File: src/rtl/cipher_pkg.sv
// Shared constants, state encoding and key reduction for the mod-227 character cipher.
package cipher_pkg;

    localparam int         P_MOD            = 227;
    localparam logic [7:0] NULL_CHAR        = 8'h00;
    localparam logic [7:0] LOWERCASE_A_CHAR = 8'h61;
    localparam logic [7:0] LOWERCASE_Z_CHAR = 8'h7A;
    localparam logic [1:0] MODE_DECRYPT     = 2'b01;

    typedef logic [1:0] state_t;
    localparam state_t IDLE  = 2'd0;
    localparam state_t RUN   = 2'd1;
    localparam state_t DRAIN = 2'd2;

    // Keys 227..255 alias 0..28, so a single subtract brings any byte into range.
    function automatic logic [7:0] reduce_key(input logic [7:0] k);
        return (k >= 8'(P_MOD)) ? k - 8'(P_MOD) : k;
    endfunction

endpackage

File: src/rtl/decryption_stream_if.sv
// Stream, control and status signals of the decryption_stream block.
interface decryption_stream_if #(parameter int MAX_LEN = 32);

    localparam int CW = $clog2(MAX_LEN + 1);

    logic [1:0]    mode;
    logic          start;
    logic [7:0]    Public_key;
    logic          in_valid;
    logic          in_ready;
    logic [7:0]    Char_ciphertext;
    logic          out_valid;
    logic          out_ready;
    logic [7:0]    Char_plaintext;
    logic          out_last;
    logic          busy;
    logic [CW-1:0] char_count;
    logic          err_invalid_ctxt;
    logic          err_invalid_ptxt;
    logic          err_overflow;

    modport master (
        output mode, start, Public_key, in_valid, Char_ciphertext, out_ready,
        input  in_ready, out_valid, Char_plaintext, out_last, busy, char_count,
               err_invalid_ctxt, err_invalid_ptxt, err_overflow
    );

    modport slave (
        input  mode, start, Public_key, in_valid, Char_ciphertext, out_ready,
        output in_ready, out_valid, Char_plaintext, out_last, busy, char_count,
               err_invalid_ctxt, err_invalid_ptxt, err_overflow
    );

endinterface

File: src/rtl/mod_add_p227.sv
// Combinational P = (C + K') mod 227 with ciphertext and lowercase-plaintext validity flags.
module mod_add_p227
    import cipher_pkg::*;
(
    input  logic [7:0] c_i,
    input  logic [7:0] k_i,
    output logic [7:0] p_o,
    output logic       ctxt_ok_o,
    output logic       ptxt_ok_o
);

    logic [8:0] sum;

    // With C and K' both below 227 the sum never exceeds 452, so one subtract suffices.
    assign sum       = {1'b0, c_i} + {1'b0, k_i};
    assign p_o       = (sum >= 9'(P_MOD)) ? 8'(sum - 9'(P_MOD)) : sum[7:0];
    assign ctxt_ok_o = (c_i < 8'(P_MOD));
    assign ptxt_ok_o = (p_o >= LOWERCASE_A_CHAR) && (p_o <= LOWERCASE_Z_CHAR);

endmodule

File: src/rtl/decryption_stream.sv
// Receive side of the mod-227 cipher: one message per start pulse, registered output stage.
//
//   state | meaning
//   IDLE  | no message open, ciphertext refused
//   RUN   | message open, accepting ciphertext
//   DRAIN | final byte held in output register until taken
module decryption_stream
    import cipher_pkg::*;
#(
    parameter int MAX_LEN = 32
) (
    input  logic                clk,
    input  logic                rst,
    decryption_stream_if.slave  bus
);

    localparam int              CW       = $clog2(MAX_LEN + 1);
    localparam logic [CW-1:0]   CNT_LAST = CW'(MAX_LEN - 1);

    state_t        state_q, state_d;
    logic [7:0]    key_q, key_d;
    logic          out_valid_q, out_valid_d;
    logic [7:0]    out_data_q, out_data_d;
    logic          out_last_q, out_last_d;
    logic [CW-1:0] cnt_q, cnt_d;
    logic          err_ctxt_q, err_ctxt_d;
    logic          err_ptxt_q, err_ptxt_d;
    logic          err_ovf_q, err_ovf_d;

    logic [7:0]    ptxt;
    logic          ctxt_ok;
    logic          ptxt_ok;
    logic          mode_ok;
    logic          in_ready;
    logic          accept;
    logic          consume;

    mod_add_p227 u_mod_add (
        .c_i       (bus.Char_ciphertext),
        .k_i       (key_q),
        .p_o       (ptxt),
        .ctxt_ok_o (ctxt_ok),
        .ptxt_ok_o (ptxt_ok)
    );

    assign mode_ok  = (bus.mode == MODE_DECRYPT);
    assign in_ready = (state_q == RUN) && (!out_valid_q || bus.out_ready);
    assign accept   = bus.in_valid && in_ready;
    assign consume  = out_valid_q && bus.out_ready;

    always_comb begin
        state_d     = state_q;
        key_d       = key_q;
        out_valid_d = out_valid_q;
        out_data_d  = out_data_q;
        out_last_d  = out_last_q;
        cnt_d       = cnt_q;
        err_ctxt_d  = err_ctxt_q;
        err_ptxt_d  = err_ptxt_q;
        err_ovf_d   = err_ovf_q;

        case (state_q)
            IDLE: begin
                if (bus.start && mode_ok) begin
                    key_d      = reduce_key(bus.Public_key);
                    cnt_d      = '0;
                    err_ctxt_d = 1'b0;
                    err_ptxt_d = 1'b0;
                    err_ovf_d  = 1'b0;
                    state_d    = RUN;
                end
            end
            RUN, DRAIN: begin
                // Abort wins over any same-cycle handshake; flags stay for inspection.
                if (!mode_ok) begin
                    state_d     = IDLE;
                    out_valid_d = 1'b0;
                    out_last_d  = 1'b0;
                end else if (accept) begin
                    out_valid_d = 1'b1;
                    out_last_d  = 1'b0;
                    if (bus.Char_ciphertext == NULL_CHAR) begin
                        out_data_d = NULL_CHAR;
                        out_last_d = 1'b1;
                        state_d    = DRAIN;
                    end else begin
                        cnt_d = cnt_q + 1'b1;
                        if (!ctxt_ok) begin
                            out_data_d = NULL_CHAR;
                            err_ctxt_d = 1'b1;
                        end else if (!ptxt_ok) begin
                            out_data_d = NULL_CHAR;
                            err_ptxt_d = 1'b1;
                        end else begin
                            out_data_d = ptxt;
                        end
                        if (cnt_q == CNT_LAST) begin
                            out_last_d = 1'b1;
                            err_ovf_d  = 1'b1;
                            state_d    = DRAIN;
                        end
                    end
                end else if (consume) begin
                    out_valid_d = 1'b0;
                    out_last_d  = 1'b0;
                    if (state_q == DRAIN) begin
                        state_d = IDLE;
                    end
                end
            end
            default: begin
                state_d = IDLE;
            end
        endcase
    end

    always_ff @(posedge clk) begin
        if (rst) begin
            state_q     <= IDLE;
            key_q       <= '0;
            out_valid_q <= 1'b0;
            out_data_q  <= NULL_CHAR;
            out_last_q  <= 1'b0;
            cnt_q       <= '0;
            err_ctxt_q  <= 1'b0;
            err_ptxt_q  <= 1'b0;
            err_ovf_q   <= 1'b0;
        end else begin
            state_q     <= state_d;
            key_q       <= key_d;
            out_valid_q <= out_valid_d;
            out_data_q  <= out_data_d;
            out_last_q  <= out_last_d;
            cnt_q       <= cnt_d;
            err_ctxt_q  <= err_ctxt_d;
            err_ptxt_q  <= err_ptxt_d;
            err_ovf_q   <= err_ovf_d;
        end
    end

    assign bus.in_ready         = in_ready;
    assign bus.out_valid        = out_valid_q;
    assign bus.Char_plaintext   = out_data_q;
    assign bus.out_last         = out_last_q;
    assign bus.busy             = (state_q != IDLE);
    assign bus.char_count       = cnt_q;
    assign bus.err_invalid_ctxt = err_ctxt_q;
    assign bus.err_invalid_ptxt = err_ptxt_q;
    assign bus.err_overflow     = err_ovf_q;

endmodule

File: src/flat_wrapper.sv
// flat-port wrapper written by rule: the top's interface ports become plain ports
module decryption_stream_flat import cipher_pkg::*;
#(
    parameter int MAX_LEN = 32
)
  (clk, rst, bus_mode, bus_start, bus_Public_key, bus_in_valid, bus_Char_ciphertext, bus_out_ready, bus_in_ready, bus_out_valid, bus_Char_plaintext, bus_out_last, bus_busy, bus_char_count, bus_err_invalid_ctxt, bus_err_invalid_ptxt, bus_err_overflow);
  decryption_stream_if #(.MAX_LEN(MAX_LEN)) bus_i ();
  input  logic clk;
  input  logic rst;
  input wire logic [$bits(bus_i.mode)-1:0] bus_mode;
  input wire logic [$bits(bus_i.start)-1:0] bus_start;
  input wire logic [$bits(bus_i.Public_key)-1:0] bus_Public_key;
  input wire logic [$bits(bus_i.in_valid)-1:0] bus_in_valid;
  input wire logic [$bits(bus_i.Char_ciphertext)-1:0] bus_Char_ciphertext;
  input wire logic [$bits(bus_i.out_ready)-1:0] bus_out_ready;
  output wire logic [$bits(bus_i.in_ready)-1:0] bus_in_ready;
  output wire logic [$bits(bus_i.out_valid)-1:0] bus_out_valid;
  output wire logic [$bits(bus_i.Char_plaintext)-1:0] bus_Char_plaintext;
  output wire logic [$bits(bus_i.out_last)-1:0] bus_out_last;
  output wire logic [$bits(bus_i.busy)-1:0] bus_busy;
  output wire logic [$bits(bus_i.char_count)-1:0] bus_char_count;
  output wire logic [$bits(bus_i.err_invalid_ctxt)-1:0] bus_err_invalid_ctxt;
  output wire logic [$bits(bus_i.err_invalid_ptxt)-1:0] bus_err_invalid_ptxt;
  output wire logic [$bits(bus_i.err_overflow)-1:0] bus_err_overflow;
  assign bus_i.mode = bus_mode;
  assign bus_i.start = bus_start;
  assign bus_i.Public_key = bus_Public_key;
  assign bus_i.in_valid = bus_in_valid;
  assign bus_i.Char_ciphertext = bus_Char_ciphertext;
  assign bus_i.out_ready = bus_out_ready;
  assign bus_in_ready = bus_i.in_ready;
  assign bus_out_valid = bus_i.out_valid;
  assign bus_Char_plaintext = bus_i.Char_plaintext;
  assign bus_out_last = bus_i.out_last;
  assign bus_busy = bus_i.busy;
  assign bus_char_count = bus_i.char_count;
  assign bus_err_invalid_ctxt = bus_i.err_invalid_ctxt;
  assign bus_err_invalid_ptxt = bus_i.err_invalid_ptxt;
  assign bus_err_overflow = bus_i.err_overflow;
  decryption_stream #(.MAX_LEN(MAX_LEN)) u_core (.clk(clk), .rst(rst), .bus(bus_i));
endmodule
File: config.mk
export PLATFORM = sky130hd
export DESIGN_NAME = decryption_stream_flat
export DESIGN_NICKNAME = d
export VERILOG_FILES = /design/src/rtl/cipher_pkg.sv /design/src/rtl/decryption_stream_if.sv /design/src/rtl/mod_add_p227.sv /design/src/rtl/decryption_stream.sv /design/src/flat_wrapper.sv
export SDC_FILE = /design/constraint.sdc
export NUM_CORES = 1
export LEC_CHECK = 0
export BUFFER_PORTS_ARGS = -buffer_cell sky130_fd_sc_hd__buf_2
export CAP_MARGIN = 20
export CORE_MARGIN = 4
export CORE_UTILIZATION = 53
export CTS_CLUSTER_DIAMETER = 120
export DETAILED_ROUTE_END_ITERATION = 6
export GPL_TIMING_DRIVEN = 0
export PLACE_DENSITY = 0.78
export SETUP_SLACK_MARGIN = 0.1
export SLEW_MARGIN = 30
export SYNTH_ARGS = -nofsm -noshare
export SYNTH_HDL_FRONTEND = slang
export SYNTH_SLANG_ARGS = --single-unit
File: constraint.sdc
create_clock -name clk -period 7.99 [get_ports clk]
set_clock_uncertainty 0.05 [all_clocks]
set_input_delay 1.9975 -clock clk [delete_from_list [all_inputs] [get_ports clk]]
set_output_delay 1.9975 -clock clk [all_outputs]
set_load 0.03 [all_outputs]
# Yosys cells after proc, flatten, opt, wreduce, memory -nomap -nowiden
# Index checks and enable logic that the tools add are counted.
word_totals:
  register_bits: 29
  input_bits: 23
  out_inout_bits: 21
  word_cells: 96
classes:
  addsub: 4
  magnitude_cmp: 5
  n_eq_ne: 16
  n_mux: 42
  reduce_logical: 20
ops:
  columns: ["operator", "count"]
  rows:
  - ["two-way mux 8 bit", 5]
  - ["two-way mux 6 bit", 4]
  - ["two-way mux 1 bit", 21]
  - ["subtractor 8 bit, second input constant", 2]
  - ["two-way mux 2 bit", 7]
  - ["one-hot mux 6 bit (2 select lines)", 1]
  - ["AND reduction 6 bit", 2]
  - ["!= test 2 x 1 -> 1 bit, second input constant", 5]
  - ["adder 8 x 8 -> 9 bit", 1]
  - [">= comparator 9 x 8 -> 1 bit, second input constant", 1]
  - [">= comparator 8 x 7 -> 1 bit, second input constant", 1]
  - [">= comparator 8 bit, second input constant", 1]
  - ["less-or-equal comparator 8 x 7 -> 1 bit, second input constant", 1]
  - ["zero test 8 bit", 1]
  - ["less-than comparator 8 bit, second input constant", 1]
  - ["!= test 4 bit, second input constant", 2]
  - ["AND reduction 7 bit", 1]
  - ["adder 6 x 1 -> 6 bit, second input constant", 1]
  - ["== test 6 x 5 -> 1 bit, second input constant", 1]
  - ["!= test 2 bit, second input constant", 3]
  - ["one-hot mux 1 bit (2 select lines)", 3]
  - ["logical AND 1 bit", 5]
  - ["!= test 5 bit, second input constant", 1]
  - ["AND reduction 5 bit", 1]
  - ["other kinds (12)", 15]

# Logic depth before layout (Yosys ltp)
# Gate-level depths: netlist of the first run.
logic_depth:
  ltp_word: 11
  mapped_depth: 12

# By module
# Synthesis of the first run repeated with hierarchy kept, for this count alone.
unflattened:
  cells_unflattened: 266
  area_unflattened_um2: 2128.3
by_module_without_submodules:
  columns: ["module", "n_inst", "cells_each", "area_per_inst_um2", "seq_area_each_um2"]
  rows:
  - ["decryption_stream", 1, 165, 1365.1, 580.6]
  - ["mod_add_p227", 1, 101, 763.2, 0.0]

# Worst setup path before layout of the first run
# OpenSTA, ideal clock, no wires.
synth_timing:
  path_kind: "in2reg"
  startpoint: "input bus_Char_ciphertext[0]"
  endpoint: "register u_core.out_data_q[0] (netlist: u_core.bus.Char_plaintext[0])"
  setup_time_ns: 0.126
  t_arrival_ns: 4.447
  t_required_ns: 7.814
  path_slack_ns: 3.367
  path_stages: 11
  path_buffers: 1
  path_cell_list: "ha_1 > fa_1 > a211o_1 > a21o_1 > a22oi_2 > a32oi_4 > and2_1 > buf_6 > o2111a_2 > o211ai_4 > o31ai_1"
synth_between:
  elab_chain_cells: 8
synth_lines:
  columns: ["element", "line_no", "text"]
  rows:
  - ["start: declaration", "flat_wrapper.sv:14", "input wire logic [$bits(bus_i.Char_ciphertext)-1:0] bus_Char_ciphertext;"]
  - ["adder 8 x 8 -> 9 bit", "mod_add_p227.sv:15", "assign sum = {1'b0, c_i} + {1'b0, k_i};"]
  - ["subtractor 8 bit or >= comparator 9 x 8 -> 1 bit (tied branches)", "mod_add_p227.sv:16", "assign p_o = (sum >= 9'(P_MOD)) ? 8'(sum - 9'(P_MOD)) : sum[7:0];"]
  - ["two-way mux 8 bit", "mod_add_p227.sv:16", null]
  - [">= comparator 8 x 7 -> 1 bit or less-or-equal comparator 8 x 7 -> 1 bit (tied branches)", "mod_add_p227.sv:18", "assign ptxt_ok_o = (p_o >= LOWERCASE_A_CHAR) && (p_o <= LOWERCASE_Z_CHAR);"]
  - ["logical AND 1 bit", "mod_add_p227.sv:18", null]
  - ["two-way mux 8 bit", "decryption_stream.sv:91", "end else if (!ptxt_ok) begin"]
  - ["two-way mux 8 bit", "decryption_stream.sv:88", "if (!ctxt_ok) begin"]
  - ["two-way mux 8 bit (*)", "decryption_stream.sv:82", "if (bus.Char_ciphertext == NULL_CHAR) begin"]
  - ["end signal: assignment", "decryption_stream.sv:132", "out_data_q <= out_data_d;"]
  - ["end: declaration", "decryption_stream.sv:23", "logic [7:0] out_data_q, out_data_d;"]
# Every way passes the cells marked *; elsewhere a longest branch is shown, timed or not.
# A chain may end at the register's enable or synchronous reset.

# Final worst setup path of the first run
layout_timing:
  startpoint: "input bus_Char_ciphertext[0]"
  endpoint: "register u_core.out_data_q[3] (netlist: u_core.bus.Char_plaintext[3])"
# Same word-level chain as after synthesis.

==> results.txt, run 1 <==
----------------------------------------------------
[STA]
  Final period utilization ... 61.4%
  Max-slew violation count ... 0
  Sum Neg Setup Slack ... 0 ps
  Final WS setup ... 3080 ps
  Unrepaired setup endpoints after global routing ... no
  Min cycle time layout ... 4910 ps
  Worst slew margin ... 43.9%
  Highest attainable clock frequency ... 0.204 GHz
  Setup violators final ... 0
  Total count of hold-check failures in the final report ... 0
  Worst Max-Slew Pin Slew ... approximately 830 ps

[Global route]
  Number of global-route vias before repair ... 1,927
  GR Overflow Total ... 0
  Pin count of the biggest net entering global routing ... 11
  Global Route Usage Sum ... between 20% and 30%
  Number of antenna violations at the first check in global routing ... 0
  Wire length of the first global-routing pass ... 8430 µm

[Min path]
  Worst min-delay path category ... reg -> reg

[Setup path]
  Kind of critical path ... in -> reg
  CP Data Arrival Time ... 5050 ps
  Cell with the largest stage delay on the worst path ... o21ai_1
  Worst setup EP type ... flip-flop
  Largest delay share family, worst path ... compound AO/OA/AOI/OAI gates
  WP buf/inv ... 1
  Type of element launching the critical path ... input pin
  Crit-path max FO ... 8
  Cells along the critical path ... buf_2 -> ha_1 -> fa_1 -> a211oi_1 -> o21ai_1 -> xnor2_1 -> o21ai_1 -> nand3_1 -> mux2i_2 -> o211ai_4 -> o31ai_1
  Crit-path most repeated cell ... o21ai_1
  Delay of the slowest cell on the worst path ... roughly 510 ps
  Worst path required time ... roughly 8100 ps

[Clocking]
  Maximum buffer depth of the clock tree ... 2
  Number of buffers inserted for hold repair after clock tree synthesis ... 0
  Worst-skew pair later-pin latency ... 290 ps
  Clock tree from TritonCTS ... done
  Number of buffers created by CTS ... 5
  Resized cells post-CTS ... 0
  H-tree level count ... 2
  # clock sinks ... 29
  Clock-pin slew on the worst setup and hold paths ... ~70 ps
  Library cell used as clock root buffer ... clkbuf_8
  Post-CTS Setup Repair Bufs ... 0

[Pwr]
  Switching share of total power ... 35.4%
  Part of the total power dissipated in the clock network ... 30.9%
  Total chip power ... around 440 µW
  Internal power ... 286 µW
  Share of total power in sequential cells ... between 30% and 40%
  Maximum ir drop on the vdd rail ... 112 µV
  Proportion of power drawn by combinational gates ... 33.8%
  Standby leakage power ... 1.06 nW
  Switching pwr ... 157 µW
  Areal power density over the cells ... between 150 and 200 mW/mm²

[Detailed routing]
  Number of detailed-routing iterations run before antenna repair ... 4
  Drt total wl ... 5010 µm
  First DRT Iteration DRCs ... between 100 and 150
  Average wire length per cell after detail routing ... 13.9 µm
  Number of antenna-violating nets in the routed design ... 0
  Via count ... 2,073
  Final routed DRC violation total ... 0
  Vias per std cell ... 5.76

[Yosys]
  Seq/Total Area, Yosys ... 27.1%
  Leading area contributor after synthesis ... dfxtp_1
  Synth Area in Adders ... 9.68%
  Synth Area in XOR/XNOR ... 6.53%
  Dominant combinational cell family by area after synthesis ... compound AO/OA/AOI/OAI gates
  YS warnings ... 0
  Flop and latch count out of synthesis ... 29
  Leading register cell type out of synthesis ... dfxtp_1
  Distinct cell type count after synthesis ... 56
  Fraction of synthesis flops using an asynchronous set or reset pin ... 0%
  Top cells by area in the synthesized netlist ... dfxtp_1, ha_1, nor2_1
  Gate count after technology mapping ... roughly 260
  Share of synthesized cell area in and, or, nand and nor gates ... 21.9%
  Syn Area/Cell ... 8.22 µm²
  Post-synth EDFFs ... 0
  Fraction of post-synthesis cell area in the top cell type by area ... 27.1%
  Portion of netlist area occupied by mux cells ... between 2 and 3%
  Syn Nets ... 300
  Share of the synthesized area in compound gates (AO/OA/AOI/OAI) ... roughly 29%
  Top cell types by occurrence after synthesis ... dfxtp_1, nor2_1, nand2_1, a21oi_1, ha_1
  Cell Area, Synth ... 0.00214 mm²

[Floorplanning]
  Area of the die ... 0.00513 mm²
  Initial cell density of the core ... 56.9%
  Die Y-Extent ... 71.6 µm
  I/O Pins ... 44
  Number of cell rows ... 22
  Overall die width ... approximately 72 µm
  Core area ... around 0.0038 mm²

[Place]
  # port buffers ... 43
  Cells after DPL ... 352
  Worst Setup Slack post-DPL ... 2890 ps
  HPWL after detailed placement ... 3930 µm
  Placed standard-cell area ... 0.00242 mm²
  Placer's final routability congestion estimate ... between 0.8 and 0.9

[Flow run]
  Number of max-capacitance violations reported ... 0

[Run status]
  Outcome ... finished, final reports clean

[Final layout]
  Final std cell area, no fill ... ~0.0025 mm²
  Final antenna diode count ... 0
  Fraction of final layout cells sized beyond drive strength 1 ... between 20 and 25%
  Fillers ... about 330
  Growth of design area from synthesis to finish ... 17.6%
  Total number of nets in the final design ... 350
  Non-filler cells, final ... 360

----------------------------------------------------
==> worst min-delay path: stages (launching register included) <==
cell	delay (ps)
dfxtp_1	310
nand2_1	50
o21ai_1	50
==> power groups by stage <==
stage	clock, mW	sequential (mW)	combinational, mW
2_1_floorplan	0	0.165	0.106
3_3_place_gp	0	0.160	0.144
3_5_place_dp	0	0.160	0.146
4_1_cts	0.138	0.157	0.148
5_1_grt	0.146	0.157	0.164
6_report	0.137	0.157	0.150
==> area by class of cell <==
cell class | instances | area, µm² | share of cell area (%)
Multi-Input combinational cell | 218 | 1500 | 59.7
Sequential cell | 29 | 581 | 23.0
Timing Repair Buffer | 43 | 215 | 8.54
Clock buffer | 7 | 96.3 | 3.82
Tap cell | 48 | 60.1 | 2.38
Buffer | 6 | 30.0 | 1.19
Inverter | 8 | 30.0 | 1.19
Clock inverter | 1 | 5.00 | 0.199
==> final timing paths <==
check | startpoint | end | slack [ps] | cells past startpoint
max | bus_Char_ciphertext[0] | u_core.bus.Char_plaintext[3] | 3080 | 11
min | u_core.bus.Char_plaintext[6] | u_core.bus.Char_plaintext[6] | 400 | 2
max reg2reg | u_core.key_q[0] | u_core.bus.Char_plaintext[3] | 4620 | 10
min reg2reg | u_core.bus.Char_plaintext[6] | u_core.bus.Char_plaintext[6] | 400 | 2
==> metal layers <==
layer | track usage (%) | wire length, µm | vias up
met5 | 0 | 0 | -
met4 | 6.68 | 57 | 0
met3 | 6.17 | 257 | 7
met2 | 34.3 | 2400 | 47
met1 | 24.4 | 2290 | 946
li1 | - | - | 1073
==> cells in the final DEF, fill, tap and decap left out, drive strengths merged, types with 3 or more instances in the layout <==
master,instances
mux2i,6
nand2b,3
nand4,4
nand2,25
nand3,9
a21o,3
o211ai,8
xnor2,11
a211o,3
a21oi,19
nor3,4
inv,8
ha,15
a22oi,3
dfxtp,29
buf,44
clkbuf,12
a211oi,8
a2111oi,3
o21ai,13
or3,5
o31ai,6
nor2b,4
xor2,5
nor2,30
and2,5
==> state kept, by name, summed over array words and instances, names as in the netlist, 2 cells and up <==
register / flops
u_core.state_q: 2
u_core.bus.Char_plaintext: 8
u_core.bus.char_count: 6
u_core.key_q: 8
==> cell families (layout without fill, tap and decap cells) <==
logic type / count (synthesis) / count (layout)
AND/OR/NAND/NOR: 98 / 98
XOR/XNOR: 16 / 16
adder cells (fa/ha/maj): 16 / 16
flip-flops: 29 / 29
multiplexers: 6 / 6
buffers and inverters: 14 / 65
AO/OA/AOI/OAI: 82 / 82
==> metrics by stage <==
stage               utilization (%)  hold WS, ps
floorplan                         -          386
global placement               64.2          381
detailed placement             64.2          397
CTS                            66.9          407
global route                   66.9          426
finish                         66.9          404
(Power assumes the default switching activity.)
==> inputs of run 2 (changes only) <==
--- a/config.mk
+++ b/config.mk
@@ -5,6 +5,7 @@
 export SDC_FILE = /design/constraint.sdc
 export NUM_CORES = 1
 export LEC_CHECK = 0
+export ABC_AREA = 1
 export BUFFER_PORTS_ARGS = -buffer_cell sky130_fd_sc_hd__buf_2
 export CAP_MARGIN = 20
 export CORE_MARGIN = 4
@@ -12,7 +13,7 @@
 export CTS_CLUSTER_DIAMETER = 120
 export DETAILED_ROUTE_END_ITERATION = 6
 export GPL_TIMING_DRIVEN = 0
-export PLACE_DENSITY = 0.78
+export PLACE_DENSITY = 0.77
 export SETUP_SLACK_MARGIN = 0.1
 export SLEW_MARGIN = 30
 export SYNTH_ARGS = -nofsm -noshare
==> constraint.sdc (replaced) <==
create_clock -name clk -period 4.8 [get_ports clk]
set_clock_uncertainty 0.05 [all_clocks]
set_input_delay 1.2 -clock clk [delete_from_list [all_inputs] [get_ports clk]]
set_output_delay 1.2 -clock clk [all_outputs]
set_load 0.03 [all_outputs]
==> results.txt, run 2 <==
----------------------------------------------------
[Global route]
  Wire length of the first global-routing pass ... 8600 µm
  Number of global-route vias before repair ... around 2,000
  Number of antenna violations at the first check in global routing ... 0
  Pin count of the biggest net entering global routing ... 11
  GR Overflow Total ... 0
  Global Route Usage Sum ... 19.4%

[Clocking]
  # clock sinks ... 29
  H-tree level count ... 2
  Number of buffers inserted for hold repair after clock tree synthesis ... 0
  Maximum buffer depth of the clock tree ... 2
  Worst-skew pair later-pin latency ... 280 ps
  Resized cells post-CTS ... 0
  Library cell used as clock root buffer ... clkbuf_8
  Number of buffers created by CTS ... 5
  Clock-pin slew on the worst setup and hold paths ... 70 ps
  Clock tree from TritonCTS ... done
  Post-CTS Setup Repair Bufs ... 0

[STA]
  Setup violators final ... 0
  Total count of hold-check failures in the final report ... 0
  Highest attainable clock frequency ... between 0.2 and 0.3 GHz
  Final period utilization ... around 76%
  Min cycle time layout ... 3630 ps
  Max-slew violation count ... 0
  Worst slew margin ... 61.5%
  Unrepaired setup endpoints after global routing ... no
  Sum Neg Setup Slack ... 0 ps
  Worst Max-Slew Pin Slew ... 573 ps

[Pwr]
  Standby leakage power ... between 1 and 1.5 nW
  Maximum ir drop on the vdd rail ... 316 µV
  Areal power density over the cells ... ~430 mW/mm²

[Yosys]
  Cell Area, Synth ... 0.00236 mm²
  Syn Area/Cell ... 6.80 µm²
  Dominant combinational cell family by area after synthesis ... simple AND/OR/NAND/NOR gates
  Share of the synthesized area in compound gates (AO/OA/AOI/OAI) ... 13.8%
  Share of synthesized cell area in and, or, nand and nor gates ... 40.2%
  Fraction of synthesis flops using an asynchronous set or reset pin ... 0%
  Top cell types by occurrence after synthesis ... nand2_1, inv_1, nor2_1, dfxtp_1, a21oi_1
  Synth Area in XOR/XNOR ... 3.33%
  Fraction of post-synthesis cell area in the top cell type by area ... approximately 25%
  Synth Area in Adders ... 8.78%
  Leading area contributor after synthesis ... dfxtp_1
  YS warnings ... 0
  Top cells by area in the synthesized netlist ... dfxtp_1, nand2_1, ha_1
  Syn Nets ... a little under 400
  Seq/Total Area, Yosys ... 24.6%
  Gate count after technology mapping ... between 300 and 400
  Distinct cell type count after synthesis ... 44
  Portion of netlist area occupied by mux cells ... 0%
  Dominant cell by count in the synthesized netlist ... nand2_1
  Leading register cell type out of synthesis ... dfxtp_1
  Flop and latch count out of synthesis ... 29
  Post-synth EDFFs ... 0

[Final layout]
  Commonest cells after routing, fill and taps aside ... nand2_1, inv_1, buf_2
  Total number of nets in the final design ... 437
  Final antenna diode count ... 0
  Total area of sequential cells ... 581 µm²
  Fillers ... 408
  Most common library cell in the layout ignoring fill and taps ... nand2_1
  Growth of design area from synthesis to finish ... 16.1%
  Fraction of final layout cells sized beyond drive strength 1 ... 21.8%
  Area used by multi-input combinational logic ... 0.00156 mm²
  Final std cell area, no fill ... 0.00275 mm²

[Detailed routing]
  Vias per std cell ... 5.10
  Via count ... 2,298
  WL met2 ... 2380 µm
  Final routed DRC violation total ... 0
  Average wire length per cell after detail routing ... approximately 11 µm
  Metal1 wirelength ... 2320 µm
  Metal3 WL ... about 200 µm
  Drt total wl ... 4960 µm
  Number of antenna-violating nets in the routed design ... 0
  First DRT Iteration DRCs ... between 90 and 100
  Number of detailed-routing iterations run before antenna repair ... 4
  Highest Signal Layer ... met4

[Setup path]
  Worst setup EP type ... flip-flop
  Worst path required time ... 4920 ps
  CP Data Arrival Time ... 3750 ps
  Type of element launching the critical path ... input pin
  Depth of the most critical reg-to-reg path ... 18
  Kind of critical path ... in -> reg
  Crit-path max FO ... 10

[Floorplanning]
  Die Y-Extent ... between 70 and 80 µm
  Overall die width ... 74.8 µm
  I/O Pins ... 44
  Initial cell density of the core ... 54.7%
  Core area ... 0.00432 mm²
  Area of the die ... 0.00559 mm²
  Number of cell rows ... 24

[Run status]
  Outcome ... finished, final reports clean

[Place]
  Placer's final routability congestion estimate ... 0.855
  # port buffers ... 43
  HPWL after detailed placement ... a little over 4000 µm
  Placed standard-cell area ... roughly 0.0026 mm²

[Min path]
  Number of cells on the worst hold path ... 2
  Worst min-delay path category ... reg -> reg

[Flow run]
  Number of max-capacitance violations reported ... 0

----------------------------------------------------
==> run 2: changes by cell type after synthesis, moves of 5 or more <==
| cell | delta |
|---|---|
| a211oi_1 | -5 |
| a21oi_1 | +7 |
| and2_1 | -5 |
| inv_1 | +39 |
| mux2i_1 | -5 |
| nand2_1 | +57 |
| nand2_2 | +10 |
| nand3_1 | +11 |
| nand4_1 | +10 |
| o211ai_1 | -6 |
| o21ai_0 | +6 |
| o31ai_1 | -5 |
| or3_1 | -5 |
| xnor2_1 | -7 |
==> run 2: through the flow <==
stage               power, mW  util, %  setup slack [ps]  std cells  hold WS, ps
global route             1.28     63.5               968        451          419
floorplan               0.824        -              1290        348          435
CTS                      1.18     63.5              1190        451          397
global placement        0.942     61.2               971        443          374
finish                   1.17     63.5              1170        451          393
detailed placement      0.954     61.2               920        443          385
==> run 2: power by group <==
part,switching (mW),internal [mW]
clock,0.0927,0.129
sequential,0.0286,0.277
combinational,0.427,0.219
total,0.548,0.625
==> run 2: cells by family after synthesis <==
kind of cell | Yosys count
and+or+nand+nor | 184
buffers and inverters | 56
AOI/OAI and AO/OA | 54
DFF | 29
adders and majority gates | 16
xor gates and xnor gates | 9
==> run 2: worst max-delay path, cell delays in order <==
cell and delay [ps]:
buf_2 120, ha_1 230, fa_1 400, or2_1 240
nand2_1 260, nand3_4 120, nor2_4 130, nand2_4 100
nand3_4 110, buf_8 130, nand2_1 60, nand2_1 90
nand2_1 100, nor2_4 110, nand2_4 80, nand3_2 80
nand3_1 70, nand2_1 60, nor2_1 40
==> run 2: layer usage <==
layer	vias up	GRT usage [%]
met5	-	0
met4	0	5.34
met3	7	3.20
met2	49	33.5
met1	1006	25.0
li1	1236	-
==> run 2: path summary, 6_finish.rpt <==
| path | start | to | slack [ps] |
|---|---|---|---|
| setup / recovery | bus_Char_ciphertext[0] | u_core.bus.err_invalid_ptxt | 1170 |
| hold / removal | u_core.bus.Char_plaintext[7] | u_core.bus.Char_plaintext[7] | 390 |
| setup reg to reg | u_core.key_q[0] | u_core.bus.err_invalid_ptxt | 1930 |
| hold reg to reg | u_core.bus.Char_plaintext[7] | u_core.bus.Char_plaintext[7] | 390 |
==> run 2: area by class of cell <==
cell class	count	area share, %
Buffer	4	1.00
Clock buffer	7	3.51
Clock inverter	1	0.182
Inverter	52	7.11
Multi-Input combinational cell	263	56.9
Sequential cell	29	21.1
Tap cell	52	2.37
Timing Repair Buffer	43	7.84
==> inputs of run 3 (changes only) <==
--- a/config.mk
+++ b/config.mk
@@ -9,7 +9,7 @@
 export BUFFER_PORTS_ARGS = -buffer_cell sky130_fd_sc_hd__buf_2
 export CAP_MARGIN = 20
 export CORE_MARGIN = 4
-export CORE_UTILIZATION = 53
+export CORE_UTILIZATION = 51
 export CTS_CLUSTER_DIAMETER = 120
 export DETAILED_ROUTE_END_ITERATION = 6
 export GPL_TIMING_DRIVEN = 0
==> constraint.sdc (replaced) <==
create_clock -name clk -period 3 [get_ports clk]
set_clock_uncertainty 0.05 [all_clocks]
set_input_delay 0.75 -clock clk [delete_from_list [all_inputs] [get_ports clk]]
set_output_delay 0.75 -clock clk [all_outputs]
set_load 0.03 [all_outputs]
==> results.txt, run 3 (synthesized netlist as in run 2, its figures left out) <==
----------------------------------------------------
[Pwr]
  Maximum ir drop on the vdd rail ... 480 µV
  Areal power density over the cells ... 714 mW/mm²
  Standby leakage power ... about 1.6 nW
  Total chip power ... 2.18 mW

[Place]
  Placed standard-cell area ... roughly 0.0027 mm²
  # port buffers ... 43
  HPWL after detailed placement ... 4250 µm
  Worst Setup Slack post-DPL ... -358 ps
  Placer's final routability congestion estimate ... 0.818

[Run status]
  Outcome ... finished, final reports clean

[Final layout]
  Total number of nets in the final design ... around 450
  Most common library cell in the layout ignoring fill and taps ... nand2_1
  Growth of design area from synthesis to finish ... 29.4%
  Area used by multi-input combinational logic ... 0.00172 mm²
  Total area of sequential cells ... 581 µm²
  Final antenna diode count ... 0
  Utilization after layout ... between 60 and 70%
  Fraction of final layout cells sized beyond drive strength 1 ... 29.7%
  Fillers ... 375
  Commonest cells after routing, fill and taps aside ... nand2_1, inv_1, buf_2
  Final std cell area, no fill ... 0.00306 mm²

[Setup path]
  Slack of the worst reg-to-reg path ... about 330 ps
  Depth of the most critical reg-to-reg path ... 19
  CP Data Arrival Time ... 3020 ps
  Type of element launching the critical path ... input pin
  Kind of critical path ... in -> reg
  Worst setup EP type ... flip-flop
  Worst path required time ... 3130 ps
  Source of the worst register-to-register timing path ... u_core.key_q[0]
  Reg-to-Reg End ... u_core.bus.err_invalid_ptxt
  Crit-path max FO ... 7

[Detailed routing]
  Average wire length per cell after detail routing ... about 12 µm
  Vias per std cell ... 5.26
  First DRT Iteration DRCs ... 106
  Number of antenna-violating nets in the routed design ... 0
  Final routed DRC violation total ... 0
  Drt total wl ... 5640 µm
  Number of detailed-routing iterations run before antenna repair ... 4
  Via count ... 2,437

[STA]
  Sum Neg Setup Slack ... 0 ps
  Min cycle time layout ... slightly below 3000 ps
  Final WS setup ... 114 ps
  Total count of hold-check failures in the final report ... 0
  Highest attainable clock frequency ... 0.347 GHz
  Worst slew margin ... 64.9%
  Final period utilization ... ~96%
  Setup violators final ... 0
  Max-slew violation count ... 0
  Unrepaired setup endpoints after global routing ... yes
  Worst Max-Slew Pin Slew ... between 500 and 600 ps

[Floorplanning]
  Initial cell density of the core ... 53.6%
  Area of the die ... 0.00579 mm²
  Overall die width ... 76.1 µm
  Die Y-Extent ... 76.1 µm
  Core area ... about 0.0044 mm²
  I/O Pins ... 44
  Number of cell rows ... 24

[Clocking]
  Worst-skew pair later-pin latency ... 280 ps
  Clock-pin slew on the worst setup and hold paths ... 70 ps
  H-tree level count ... 2
  Number of buffers created by CTS ... 5
  Library cell used as clock root buffer ... clkbuf_8
  Clock tree from TritonCTS ... done
  # clock sinks ... 29
  Number of buffers inserted for hold repair after clock tree synthesis ... 0
  Maximum buffer depth of the clock tree ... 2

[Flow run]
  Number of max-capacitance violations reported ... 0

[Global route]
  Number of global-route vias before repair ... 2,211
  Pin count of the biggest net entering global routing ... 11
  GR Overflow Total ... 0
  Wire length of the first global-routing pass ... roughly 9400 µm
  Global Route Usage Sum ... a little under a fifth
  Number of antenna violations at the first check in global routing ... 0

[Min path]
  Number of cells on the worst hold path ... 2
  Worst min-delay path category ... reg -> reg
  Capture endpoint of the worst hold path ... u_core.bus.err_overflow
  Beginning of the worst hold path ... u_core.bus.err_overflow

----------------------------------------------------
[run 3: worst max path at each step]
stage          cells past startpoint                           end              startpoint
6_report                          20   u_core.bus.err_invalid_ptxt  bus_Char_ciphertext[0]
3_3_place_gp                      20   u_core.bus.err_invalid_ptxt  bus_Char_ciphertext[0]
4_1_cts                           21   u_core.bus.err_invalid_ptxt  bus_Char_ciphertext[0]
2_1_floorplan                     17   u_core.bus.err_invalid_ptxt  bus_Char_ciphertext[0]
5_1_grt                           19  u_core.bus.Char_plaintext[5]  bus_Char_ciphertext[0]
3_5_place_dp                      20   u_core.bus.err_invalid_ptxt  bus_Char_ciphertext[0]
[run 3: what timing repair did]
item                                    4_1_cts  5_1_grt
buffers inserted                             10        2
pin swaps                                    18        8
resized for setup                            22        9
gates cloned                                  1        0
endpoints found under the setup margin        8        8
[run 3: layout make-up]
class	instances	share of cell area (%)
clock inverters	3	2.13
multi-input cells	263	56.3
clock buffers	5	2.25
plain buffers	3	0.409
repair buffers	56	11.5
flip-flops and latches	29	19.0
inverters	52	6.38
well taps	52	2.13
[run 3: layer usage]
| layer | GRT usage (%) | share of wire, % | vias up |
|---|---|---|---|
| met5 | 0 | 0 | - |
| met4 | 7.52 | 2.3 | 0 |
| met3 | 3.43 | 3.9 | 15 |
| met2 | 32.7 | 50 | 42 |
| met1 | 22.5 | 43 | 1116 |
| li1 | - | - | 1264 |
[run 3: where the power goes]
group	internal [mW]	leakage, nW	switching (mW)
Combinational	0.443	1.26	0.770
Sequential	0.443	0.235	0.0475
Clock	0.330	0.0681	0.151
[run 3: stage by stage]
step	hold WS (ps)	std cells
after floorplan	435	348
after global placement	375	443
after detailed placement	397	443
after CTS	407	462
after global routing	429	463
final	403	463
[run 3: critical path, cell delays in order]
cell,delay [ps]
buf_8,100
ha_4,150
fa_2,360
nand2_2,100
nand3_2,80
nand3_2,90
nand2_2,80
nand2_4,90
nand2_4,50
a21oi_4,220
nand3_4,140
buf_4,170
o21ai_4,150
nand2_2,70
inv_2,60
nand2_4,80
nand3_4,100
nand3_2,60
nand2_1,60
nor2_1,40
